File: src/rtl/l_class_oc_fifon.sv
// Guarded-method FIFO: DEPTH x WIDTH circular buffer with explicit occupancy count,
// synchronous clear and optional pipelined enqueue while full.
module l_class_oc_fifon #(
  parameter int unsigned WIDTH     = 32,
  parameter int unsigned DEPTH     = 4,
  parameter bit          PIPELINED = 1'b0,
  parameter int unsigned CW        = $clog2(DEPTH + 1)
) (
  input  logic             CLK,
  input  logic             RST,
  input  logic             enq__ENA,
  input  logic [WIDTH-1:0] enq_v,
  output logic             enq__RDY,
  input  logic             deq__ENA,
  output logic             deq__RDY,
  output logic [WIDTH-1:0] first,
  output logic             first__RDY,
  input  logic             clear__ENA,
  output logic             clear__RDY,
  output logic [CW-1:0]    count
);

  localparam int unsigned PW = (DEPTH > 1) ? $clog2(DEPTH) : 1;
  localparam logic [PW-1:0] LastPtr  = PW'(DEPTH - 1);
  localparam logic [CW-1:0] DepthCnt = CW'(DEPTH);

  logic [PW-1:0]    rd_ptr_q, rd_ptr_d;
  logic [PW-1:0]    wr_ptr_q, wr_ptr_d;
  logic [CW-1:0]    count_q, count_d;
  logic [WIDTH-1:0] mem_q [DEPTH];
  logic [WIDTH-1:0] mem_d [DEPTH];

  logic empty, full, enq_fire, deq_fire;

  // Wrap by compare so non-power-of-two depths work.
  function automatic logic [PW-1:0] ptr_inc(input logic [PW-1:0] p);
    return (p == LastPtr) ? '0 : p + 1'b1;
  endfunction

  assign empty = (count_q == '0);
  assign full  = (count_q == DepthCnt);

  assign enq__RDY   = PIPELINED ? (!full || deq__ENA) : !full;
  assign deq__RDY   = !empty;
  assign first__RDY = !empty;
  assign clear__RDY = 1'b1;
  assign first      = mem_q[rd_ptr_q];
  assign count      = count_q;

  // Illegal fires are dropped here rather than corrupting state.
  assign deq_fire = deq__ENA && !empty && !clear__ENA;
  assign enq_fire = enq__ENA && enq__RDY && !clear__ENA && (!full || deq_fire);

  always_comb begin
    rd_ptr_d = rd_ptr_q;
    wr_ptr_d = wr_ptr_q;
    count_d  = count_q;
    mem_d    = mem_q;
    if (clear__ENA) begin
      rd_ptr_d = '0;
      wr_ptr_d = '0;
      count_d  = '0;
    end else begin
      if (enq_fire) begin
        mem_d[wr_ptr_q] = enq_v;
        wr_ptr_d        = ptr_inc(wr_ptr_q);
      end
      if (deq_fire) begin
        rd_ptr_d = ptr_inc(rd_ptr_q);
      end
      case ({enq_fire, deq_fire})
        2'b10:   count_d = count_q + 1'b1;
        2'b01:   count_d = count_q - 1'b1;
        default: count_d = count_q;
      endcase
    end
  end

  always_ff @(posedge CLK or posedge RST) begin
    if (RST) begin
      rd_ptr_q <= '0;
      wr_ptr_q <= '0;
      count_q  <= '0;
    end else begin
      rd_ptr_q <= rd_ptr_d;
      wr_ptr_q <= wr_ptr_d;
      count_q  <= count_d;
    end
  end

  // Storage carries no reset; contents are meaningless while empty.
  always_ff @(posedge CLK) begin
    mem_q <= mem_d;
  end

  enq_guard_a: assert property (@(posedge CLK) disable iff (RST) enq__ENA |-> enq__RDY);
  deq_guard_a: assert property (@(posedge CLK) disable iff (RST) deq__ENA |-> deq__RDY);

endmodule

File: config.mk
export PLATFORM = sky130hd
export DESIGN_NAME = l_class_oc_fifon
export DESIGN_NICKNAME = d
export VERILOG_FILES = /design/src/rtl/l_class_oc_fifon.sv
export SDC_FILE = /design/constraint.sdc
export NUM_CORES = 1
export LEC_CHECK = 0
export CORE_AREA = 8 8 113 115
export DETAILED_ROUTE_END_ITERATION = 8
export DIE_AREA = 0 0 121 123
export PLACE_DENSITY = 0.75
export SLEW_MARGIN = 25
export SYNTH_ARGS = -nofsm -noshare
export SYNTH_HDL_FRONTEND = slang
export SYNTH_SLANG_ARGS = --single-unit
File: constraint.sdc
create_clock -name CLK -period 2.3 [get_ports CLK]
set_clock_uncertainty 0.2 [all_clocks]
set_input_delay 0.69 -clock CLK [delete_from_list [all_inputs] [get_ports CLK]]
set_output_delay 0.69 -clock CLK [all_outputs]
set_load 0.02 [all_outputs]
# Word-level counts from Yosys, hierarchy flattened
# Index checks and enable logic that the tools add are counted.
[totals]
wordCells = 51
out_inout_bits = 39
register_bits = 135
[classes]
addsub = 4
n_bitwise = 3
muxes = 14
n_eq_ne = 5
n_lt_le_gt_ge = 3
reduce_logical = 15
[op_table]
columns = ["cell", "count"]
rows = [
  ["$bwmux 128", 1],
  ["$mux 32", 3],
  ["$bmux 32 s2", 1],
  ["$demux 32 s2", 1],
  ["$mux 2", 6],
  ["$eq 2x2->1 const B", 3],
  ["$ge 3x3->1 const B", 2],
  ["$logic_and 1x1->1", 6],
  ["$not 2->3", 2],
  ["$pmux 3 s2", 1],
  ["$add 2x1->2 const B", 2],
  ["$reduce_bool 2->1", 2],
  ["$add 3x1->3 const B", 1],
  ["$eq 3x3->1 const B", 1],
  ["$logic_not 1->1", 3],
  ["$logic_not 3->1", 1],
  ["$lt 3x1->1 const B", 1],
  ["$mux 3", 1],
  ["$reduce_bool 3->1", 1],
  ["$sub 3x1->3 const B", 1],
  ["$eq 2x1->1 const B", 1],
  ["$reduce_and 2->1", 1],
  ["$logic_or 1x1->1", 1],
  ["$not 1->1", 1],
]

# Depth between registers and ports, before layout
[depth]
word_depth = 9
mapped_depth = 8
depth_no_buf = 7

# Least setup slack after synthesis
# Ideal clock, no wire load.
[synth_path]
path_kind = "in2reg"
startpoint = "in enq__ENA"
endpoint = "reg mem_q[0] in the netlist's numbering, enable pin"
path_slack_ns = -0.311
t_arrival_ns = 2.019
setup_ns = 0.392
path_buffers = 1
path_stages = 4
path_cell_list = "buf_2 > inv_1 > nor3_1 > and2_1"
[synth_between]
elab_chain_cells = 4
[synth_rtl]
columns = ["element", "line_no", "rtl"]
rows = [
  ["start: declaration", "11", "input logic enq__ENA,"],
  ["$logic_and 1x1->1 (3 in series)", "52", "assign enq_fire = enq__ENA && enq__RDY && !clear__ENA && (!full || deq_fire);"],
  ["$reduce_and 2->1 (no line)", "-", ""],
  ["end signal: assignment", "93", "mem_q <= mem_d;"],
  ["end: declaration", "30", "logic [WIDTH-1:0] mem_q [DEPTH];"],
]
# No other way between the ends.
# A chain may end at the register's enable or synchronous reset.

# Worst setup path after layout
[layout_path]
startpoint = "reg rd_ptr_q[0]"
endpoint = "out first[26]"
[layout_between]
elab_chain_cells = 4
[layout_rtl]
columns = ["element", "line_no", "rtl"]
rows = [
  ["start: declaration", "27", "logic [PW-1:0] rd_ptr_q, rd_ptr_d;"],
  ["start signal: assignment", "85", "rd_ptr_q <= rd_ptr_d;"],
  ["$not 2->3 (implied by the code)", "47", "assign first = mem_q[rd_ptr_q];"],
  ["$bmux 32 s2", "47", ""],
  ["$mux 32 (implied by the code) (2 in series)", "47", ""],
  ["end: declaration", "16", "output logic [WIDTH-1:0] first,"],
]
# No other way between the ends. The select of a mux whose other input is x is not followed.

==> metrics.txt <==
Netlist cell types=35; Post-synth EDFFs=128; vias in the first global route=2981; Num CTS Buffers=17; Top Family by Delay on Critical Path=multiplexers; Post-Synthesis Cells=238; r2r setup slk=0.11 ns; DRT iter0 DRCs=136; Hold WC Path Type=in2async; setup_tns=-10.03 ns; IO Pins=76; cells along the critical path=buf_12 -> clkbuf_16 -> mux4_2 -> buf_6; area grow syn2layout=35.7%; diodes inserted=0; Syn Nets=281; CTS tree=yes; Max stage delay on crit path=0.52 ns; Max Slew Vio Count=0; largest net degree at the start of global routing=21; mean cell area of the mapped netlist=22.1 um^2; Antenna Violating Nets Remaining=0; DR DRC count=0; share of cells above drive strength 1=41.2%; worst-path fanout max=6; worst slack at placement=-0.337 ns; final hold violation count=0; post-layout net count=395; sequential cell area=4020 um^2; total global routing overflow=0; die width=121 um; status=finished, violations left; required time worst endpoint=1.41 ns; fin crit share=115%; slowest CP cell=mux4_2; initial antenna violation count=0; die height=123 um; Critical Path Start Type=register; Yosys reg bits=135; PortBufs=74; register area share after synthesis=76.5%; drt pass-1 iters=4; max-cap viol count=0; power per cell area=898 nW/um^2; multi-input logic area=1100 um^2; clock period minus worst slack=2.63 ns; clk sink count=135; routed via count=2664; Die ar.=14900 um^2; Setup CP Type=reg2out; RSZ-0062 raised after global routing=yes; All-Layer GR Usage=14.8%; Worst-path clk slew=0.06 ns; worst path arrival time=1.74 ns; Fillers=769; Pleak=0.00247 uW; Routed WL=10500 um; Buf+Inv Stages, Crit Path=3; Row Count=39; Root Buffer=clkbuf_16; clk buf depth=2; failing checks=negative setup slack; setup violators final=32; core area=11100 um^2; Peak VDD IR=0.609 mV; final worst setup slack=-0.335 ns; Synth Warn #=0; Peak Freq=0.380 GHz; HPWL Detailed=6600 um; asr flop ratio synth=5.19%; Post-Syn Area=5250 um^2; clock latency at the later pin of the worst-skew pair=0.40 ns; first-pass GRT wire length=16200 um; RePlAce Congestion=0.774; Vias per Instance=5.25; endpoint type of the worst setup path=output port; Initial Util=47.4%; average wire per standard cell=20.7 um; H-tree levels=4; Top FF cell, synth=edfxtp_1
-- through the flow --
step                util, %  hold WS [ns]  cells  total power (uW)  instance area, um^2
finish                 64.3         0.345    507              6400                 7120
global route           64.3         0.370    507              6610                 7120
CTS                    62.7         0.330    504              6370                 6940
detailed placement     57.4         0.388    468              3610                 6360
global placement       57.4         0.376    468              3590                 6360
floorplan                 -         0.293    238              3260                 5260
-- flip-flops by register name, indices dropped and copies added, names as in the netlist --
signal	flops
wr_ptr_q	2
count	3
rd_ptr_q	2
mem_q	128
-- layout make-up --
cell class | count | area share, %
Sequential cell | 135 | 56.5
Timing Repair Buffer | 111 | 16.7
Multi-Input combinational cell | 79 | 15.4
Clock buffer | 18 | 6.02
Clock inverter | 13 | 2.51
Tap cell | 143 | 2.51
Inverter | 8 | 0.422
-- logic make-up after synthesis --
| logic type | after synthesis | synth area share (%) |
|---|---|---|
| adders and majority gates | 6 | 1.57 |
| xor gates and xnor gates | 1 | 0.167 |
| DFF | 135 | 76.5 |
| muxes | 34 | 14.1 |
| and+or+nand+nor | 22 | 2.43 |
| AOI/OAI and AO/OA | 15 | 2.19 |
| other | 1 | 0.0714 |
| buffers and inverters | 24 | 2.88 |
-- per-layer routing --
metal  vias to the layer above  GRT usage, %  part of all wire [%]
li1                       1199             -                     -
met1                      1387          16.3                    41
met2                        72          25.4                    53
met3                         6          6.07                   5.6
met4                         0          5.62                  0.75
met5                         -             0                     0
-- timing repair --
| item | CTS | global route |
|---|---|---|
| endpoints found under the setup margin | 38 | 38 |
| hold buffers | 0 | 0 |
| pin swaps | 1 | 4 |
| buffers inserted | 3 | 3 |
| gates cloned | 2 | 2 |
| resized for setup | 169 | 55 |
-- cells in the mapped netlist (3+ instances only) --
| cell | number | area (um^2) |
|---|---|---|
| edfxtp_1 | 128 | 3840 |
| mux4_2 | 32 | 721 |
| inv_1 | 8 | 30.0 |
| dfrtp_1 | 7 | 175 |
| and2_1 | 5 | 31.3 |
| buf_2 | 5 | 25.0 |
| ha_1 | 5 | 62.6 |
| a21oi_1 | 4 | 20.0 |
| buf_4 | 4 | 30.0 |
| nand3_1 | 4 | 20.0 |
| buf_6 | 3 | 33.8 |
-- worst paths after layout --
path | end | start | cells past startpoint
setup / recovery | first[26] | rd_ptr_q[0] | 4
hold / removal | count[2] | RST | 2
setup reg to reg | count[1] | count[0] | 7
hold reg to reg | wr_ptr_q[0] | wr_ptr_q[0] | 2
max in group asynchronous | rd_ptr_q[0] | RST | 2
min in group CLK | wr_ptr_q[0] | wr_ptr_q[0] | 2
-- cell usage in the layout, fill, tap and decap left out, types with 2 or more instances in the layout --
cell type / count
a21oi_1: 3
a21oi_2: 2
and2_2: 4
buf_12: 10
buf_2: 5
buf_4: 25
buf_6: 31
bufinv_16: 4
clkbuf_16: 19
clkdlybuf4s50_1: 36
clkinv_2: 4
clkinv_4: 2
dfrtp_1: 5
dfrtp_2: 2
edfxtp_1: 128
ha_1: 5
inv_1: 6
inv_2: 2
inv_6: 2
mux4_2: 32
nand2_1: 2
nand2b_1: 2
nand3_1: 4
nor2_1: 2
o2111ai_1: 2
o21ai_0: 2
o22ai_1: 2
-- where the power goes --
group	internal (uW)	total [uW]	switching, uW
registers	2770	2800	24.5
logic	452	847	395
clock network	1810	2750	948
No activity file was read; power rests on OpenSTA's default activity.
